File: config.mk
export PLATFORM = sky130hd
export DESIGN_NAME = pipelined_cla_adder
export DESIGN_NICKNAME = d
export VERILOG_FILES = /design/src/rtl/cla_pkg.sv /design/src/rtl/cla_slice.sv /design/src/rtl/pipelined_cla_adder.sv
export SDC_FILE = /design/constraint.sdc
export NUM_CORES = 1
export LEC_CHECK = 0
export BUFFER_PORTS_ARGS = -buffer_cell sky130_fd_sc_hd__buf_2
export CAP_MARGIN = 15
export CORE_MARGIN = 2
export CORE_UTILIZATION = 40
export CTS_CLUSTER_SIZE = 28
export DETAILED_ROUTE_END_ITERATION = 7
export SETUP_SLACK_MARGIN = 0.3
export SLEW_MARGIN = 10
export SYNTH_ARGS = -nofsm -noshare
export SYNTH_HDL_FRONTEND = slang
export SYNTH_SLANG_ARGS = --single-unit
export TNS_END_PERCENT = 1
File: constraint.sdc
create_clock -name clk -period 3.6 [get_ports clk]
set_input_delay 0.36 -clock clk [delete_from_list [all_inputs] [get_ports clk]]
set_output_delay 0.36 -clock clk [all_outputs]
set_load 0.02 [all_outputs]
File: src/rtl/cla_pkg.sv
// Shared types and elaboration helpers for the pipelined carry-lookahead adder.
package cla_pkg;

  typedef enum logic {OP_ADD = 1'b0, OP_SUB = 1'b1} op_e;

  function automatic int slice_w(input int width, input int stages);
    return width / stages;
  endfunction

  // At least two slices; WIDTH splits into whole slices, and each slice into whole groups.
  function automatic bit cfg_ok(input int width, input int stages, input int block);
    if (stages < 2 || block < 1) begin
      return 1'b0;
    end else if ((width % stages) != 0) begin
      return 1'b0;
    end else begin
      return ((width / stages) % block) == 0;
    end
  endfunction

endpackage

File: src/rtl/cla_slice.sv
// Combinational W-bit adder slice built from BLOCK-bit group generate/propagate lookahead.
module cla_slice
  import cla_pkg::*;
#(
  parameter int W     = 16,
  parameter int BLOCK = 4
) (
  input  logic [W-1:0] a_i,
  input  logic [W-1:0] b_i,
  input  logic         cin_i,
  output logic [W-1:0] sum_o,
  output logic         cout_o,
  output logic         cmsb_o
);

  localparam int NGRP = W / BLOCK;

  logic [W-1:0] p_s;
  logic [W-1:0] g_s;
  logic [W-1:0] c_s;

  assign p_s = a_i ^ b_i;
  assign g_s = a_i & b_i;

  // Bit carries from in-group prefix G/P plus the carry entering each group.
  always_comb begin
    logic grp_c;
    logic pre_g;
    logic pre_p;
    c_s    = '0;
    grp_c  = cin_i;
    pre_g  = 1'b0;
    pre_p  = 1'b1;
    for (int j = 0; j < NGRP; j++) begin
      pre_g = 1'b0;
      pre_p = 1'b1;
      for (int i = 0; i < BLOCK; i++) begin
        c_s[j*BLOCK+i] = pre_g | (pre_p & grp_c);
        pre_g          = g_s[j*BLOCK+i] | (p_s[j*BLOCK+i] & pre_g);
        pre_p          = pre_p & p_s[j*BLOCK+i];
      end
      grp_c = pre_g | (pre_p & grp_c);
    end
    cout_o = grp_c;
  end

  assign sum_o  = p_s ^ c_s;
  assign cmsb_o = c_s[W-1];

endmodule

File: src/rtl/pipelined_cla_adder.sv
// Pipelined CLA adder/subtractor: STAGES registered slices with valid/ready flow control.
// Defining CLA_PIPE_STATS_EN adds the op_count / stall_count statistics outputs.
module pipelined_cla_adder
  import cla_pkg::*;
#(
  parameter int WIDTH  = 64,
  parameter int STAGES = 4,
  parameter int BLOCK  = 4
) (
  input  logic             clk,
  input  logic             rst_n,
  input  logic             in_valid,
  output logic             in_ready,
  input  logic [WIDTH-1:0] a,
  input  logic [WIDTH-1:0] b,
  input  logic             cin,
  input  logic             op,
  output logic             out_valid,
  input  logic             out_ready,
  output logic [WIDTH-1:0] sum,
  output logic             cout,
  output logic             overflow
`ifdef CLA_PIPE_STATS_EN
  ,
  output logic [31:0]      op_count,
  output logic [31:0]      stall_count
`endif
);

  localparam int SW   = slice_w(WIDTH, STAGES);
  localparam int LAST = STAGES - 1;

  if (!cfg_ok(WIDTH, STAGES, BLOCK)) begin : g_cfg_err
    $error("pipelined_cla_adder: unsupported WIDTH/STAGES/BLOCK combination");
  end

  op_e              op_s;
  logic [WIDTH-1:0] b_eff_s;
  logic             cin_eff_s;

  assign op_s      = op_e'(op);
  assign b_eff_s   = (op_s == OP_SUB) ? ~b : b;
  assign cin_eff_s = (op_s == OP_SUB) ? 1'b1 : cin;

  logic [STAGES-1:0] v_q;
  logic [STAGES-1:0] load_s;

  // Skew (upper operands) and deskew (finished lower sums) registers between slices.
  logic [WIDTH-1:0] a_q [LAST];
  logic [WIDTH-1:0] b_q [LAST];
  logic [WIDTH-1:0] s_q [LAST];
  logic             c_q [LAST];

  logic [SW-1:0] slc_sum_s  [STAGES];
  logic          slc_cout_s [STAGES];
  logic          slc_cmsb_s [STAGES];

  logic [WIDTH-1:0] sum_q;
  logic             cout_q;
  logic             ovf_q;

  for (genvar k = 0; k < STAGES; k++) begin : g_slice
    logic [SW-1:0] sa_s;
    logic [SW-1:0] sb_s;
    logic          sc_s;
    if (k == 0) begin : g_head
      assign sa_s = a[SW-1:0];
      assign sb_s = b_eff_s[SW-1:0];
      assign sc_s = cin_eff_s;
    end else begin : g_body
      assign sa_s = a_q[k-1][k*SW +: SW];
      assign sb_s = b_q[k-1][k*SW +: SW];
      assign sc_s = c_q[k-1];
    end
    cla_slice #(.W(SW), .BLOCK(BLOCK)) u_slice (
      .a_i    (sa_s),
      .b_i    (sb_s),
      .cin_i  (sc_s),
      .sum_o  (slc_sum_s[k]),
      .cout_o (slc_cout_s[k]),
      .cmsb_o (slc_cmsb_s[k])
    );
  end

  // A stage may load when it is empty or its occupant moves on this cycle.
  always_comb begin
    logic rdy;
    load_s       = '0;
    rdy          = ~v_q[LAST] | out_ready;
    load_s[LAST] = rdy;
    for (int k = LAST - 1; k >= 0; k--) begin
      rdy       = ~v_q[k] | rdy;
      load_s[k] = rdy;
    end
  end

  assign in_ready  = load_s[0];
  assign out_valid = v_q[LAST];

  // Stage occupancy flags.
  always_ff @(posedge clk or negedge rst_n) begin
    if (!rst_n) begin
      v_q <= '0;
    end else begin
      if (load_s[0]) v_q[0] <= in_valid;
      for (int k = 1; k < STAGES; k++) begin
        if (load_s[k]) v_q[k] <= v_q[k-1];
      end
    end
  end

  // Inter-slice data; only written when a real beat moves in, so empty stages never inject X.
  always_ff @(posedge clk) begin
    if (load_s[0] && in_valid) begin
      a_q[0] <= a;
      b_q[0] <= b_eff_s;
      c_q[0] <= slc_cout_s[0];
      s_q[0] <= {{(WIDTH-SW){1'b0}}, slc_sum_s[0]};
    end
    for (int k = 1; k < LAST; k++) begin
      if (load_s[k] && v_q[k-1]) begin
        a_q[k]               <= a_q[k-1];
        b_q[k]               <= b_q[k-1];
        c_q[k]               <= slc_cout_s[k];
        s_q[k]               <= s_q[k-1];
        s_q[k][k*SW +: SW]   <= slc_sum_s[k];
      end
    end
  end

  // Result registers; overflow is carry-into-MSB xor carry-out.
  always_ff @(posedge clk or negedge rst_n) begin
    if (!rst_n) begin
      sum_q  <= '0;
      cout_q <= 1'b0;
      ovf_q  <= 1'b0;
    end else if (load_s[LAST] && v_q[LAST-1]) begin
      sum_q  <= {slc_sum_s[LAST], s_q[LAST-1][WIDTH-SW-1:0]};
      cout_q <= slc_cout_s[LAST];
      ovf_q  <= slc_cout_s[LAST] ^ slc_cmsb_s[LAST];
    end
  end

  assign sum      = sum_q;
  assign cout     = cout_q;
  assign overflow = ovf_q;

`ifdef CLA_PIPE_STATS_EN
  logic [31:0] op_cnt_q;
  logic [31:0] stall_cnt_q;

  // Handshake counter wraps; stall counter saturates.
  always_ff @(posedge clk or negedge rst_n) begin
    if (!rst_n) begin
      op_cnt_q    <= 32'd0;
      stall_cnt_q <= 32'd0;
    end else begin
      if (v_q[LAST] && out_ready) op_cnt_q <= op_cnt_q + 32'd1;
      if (v_q[LAST] && !out_ready && (stall_cnt_q != 32'hFFFF_FFFF)) begin
        stall_cnt_q <= stall_cnt_q + 32'd1;
      end
    end
  end

  assign op_count    = op_cnt_q;
  assign stall_count = stall_cnt_q;
`endif

endmodule

==> reports/results.txt <==
Max stage delay cell, worst path - a2111o_1
status - finished with violations
Post-Synthesis Cells - 842
std cell rows - 69
global route total overflow - 0
Hold WC Path Type - primary input to async pin
commonest cells after routing, fill and taps aside - 291 x edfxtp_1, 199 x buf_2, 84 x xor2_1
Netlist cell types - 49
Max transition margin - 40.22%
clock period minus worst slack - 3.056 ns
Synth async-reset ratio - 19.39%
Slew @ Worst Pin - 0.8968 ns
CTS Hold Bufs - 19
GP Congestion - 0.7785
CTS sink count - 361
vias in the first global route - 7667
drc violations - 0
yosys warns - 0
r2r endpoint - sum[60]
io pins - 202
maximum vdd drop - 0.0003223 V
WHS - -0.04592 ns
Crit Reg-Reg Startpoint - b_q[0][181]
Crit path arrival time - 3.45 ns
Cell Chain, Critical Path - ha_1 -> and2_4 -> a221o_1 -> a2111o_1 -> o211ai_2 -> or2b_1 -> fa_1 -> mux2_2
final setup vio count - 0
port buffer count - 201
number of fill cells - 3079
Routed Antenna Nets - 0
Reg2Reg Setup Slack - 0.54 ns
Final Cycle Share - 84.89%
first-pass GRT wire length - 40.77 mm
Area Overhead vs Synth - 21.55%
critical path launch point type - flop
clk root buf - clkbuf_16
DP Cell Count - 1498
Post-CTS Setup Repair Bufs - 0
failing checks - hold timing
initial antenna violation count - 1
Setup Total Neg Slack - 0 ns
crit path kind - flop to flop
final slew viol count - 0
f_max - 327.2 MHz
PwrDens - 659.7 nW/um^2
most common cell after layout, fill and taps aside - edfxtp_1
CP peak stage delay - 0.47 ns
Leak Pwr - 7.072 nW
DR iter-0 viols - 341
clock buffer count from CTS - 40
Worst R2R Path Depth - 8
First-pass DRT Iterations - 4
Setup crit end kind - flop
prevailing post-synth register cell - edfxtp_1
post-DP HPWL - 17.66 mm
detailed-route wire length per cell - 16.16 microns
crit-path leading delay family - compound AO/OA/AOI/OAI gates
TritonCTS clock tree - yes
# resized after CTS - 0
post-layout util - 49.25%
Post-Route WL - 25.76 mm
Clk Latency, worst-skew pair - 0.52 ns
worst path required time - 4.00 ns
die height - 193.8 microns
Final Hold Fails - 42
max cap viols - 0
count of flip-flops with a built-in enable after synthesis - 291
Final Skew - 0.02247 ns
Initial Utilization - 40.52%
design area - 17520 sq um
GRT Total Usage - 13.80%
Avg Vias per Cell - 4.640
die width - 193.8 microns
number of synthesized register bits - 361
Area after DPL - 16080 sq um
Synth Cell Area - 14410 sq um
final non-filler cell total - 1594
Buf/Inv on CP - 0
RSZ-0062 raised after global routing - no
layout net count - 1314
share of layout cells above drive strength 1 - 29.15%
syn nets - 1056
clock buffer depth - 3
H-tree lvl count - 2
die area - 37570 sq um
vias post-DR - 7396
sequential area share after synthesis - 72.78%
largest net degree at the start of global routing - 61
clock slew seen by the registers of the worst setup and hold paths - 0.06 ns
syn avg cell area - 17.12 sq um
Core Box Area - 35570 sq um
critical path peak fanout - 4
-- final cells by class --
type | count | area (sq um) | area share [%]
clock buffers | 55 | 1099 | 6.271
well taps | 461 | 576.8 | 3.293
flip-flops and latches | 361 | 10490 | 59.88
repair buffers | 231 | 1339 | 7.642
diodes | 1 | 2.502 | 0.01428
inverters | 34 | 127.6 | 0.7285
clock inverters | 19 | 130.1 | 0.7428
multi-input cells | 432 | 3754 | 21.43
-- logic make-up after synthesis --
logic type	share of synthesized area (%)
DFF	72.78
AOI/OAI and AO/OA	4.775
xor gates and xnor gates	6.381
and+or+nand+nor	2.952
adders and majority gates	7.778
muxes	4.054
buffers and inverters	1.276
-- Yosys cell counts (all sizes together), types with 2 or more instances --
library cell,instances,area (sq um)
o21ai,30,153.9
xor2,84,735.7
nor2b,6,37.54
xnor2,21,183.9
fa,16,320.3
a211o,3,27.53
nand2b,9,56.30
dfrtp,70,1752
o31ai,2,15.01
o21a,7,52.55
and2,4,27.53
a2111oi,2,23.77
clkbuf,14,52.55
mux2,51,574.3
a21o,14,105.1
a21oi,28,140.1
o211ai,2,20.02
ha,64,800.8
or2,3,18.77
nand3,8,40.04
inv,34,127.6
a31oi,3,18.77
nand2,25,93.84
nand4,2,12.51
o21bai,3,22.52
nor2,24,90.09
edfxtp,291,8738
a211oi,7,52.55
-- state kept, by name (all words and copies together) (netlist names) --
name,cells
c_q,3
b_q,96
sum,64
cout,1
v_q,4
overflow,1
s_q,96
a_q,96
-- power breakdown --
part	switching (mW)	total [mW]	internal, mW
Combinational	1.25	2.10	0.854
Clock	1.57	3.78	2.22
Sequential	0.277	5.67	5.39
-- worst max path at each step --
| stage | startpoint | end | depth (start not counted) |
|---|---|---|---|
| after CTS | b_q[0][181] | sum[60] | 8 |
| final | b_q[0][181] | sum[60] | 8 |
| after detailed placement | op | c_q[0][0] | 10 |
| after global placement | op | c_q[0][0] | 10 |
| after global routing | b_q[0][181] | sum[60] | 8 |
| after floorplan | v_q[3] | a_q[0][100] | 3 |
-- stage by stage --
stage,power [mW],worst slack (ns)
3_5_place_dp,7.892,0.2722
4_1_cts,11.74,0.5356
6_report,11.56,0.5438
2_1_floorplan,7.093,0.1611
3_3_place_gp,7.831,0.4033
5_1_grt,12.14,0.3979
-- per-layer routing --
metal  track usage [%]  wire length [microns]
met5                 0                      0
met4             4.489                    510
met3             2.714                   1354
met2             23.62                  12790
met1             17.72                  11100
Power figures use the tool's default switching activity.
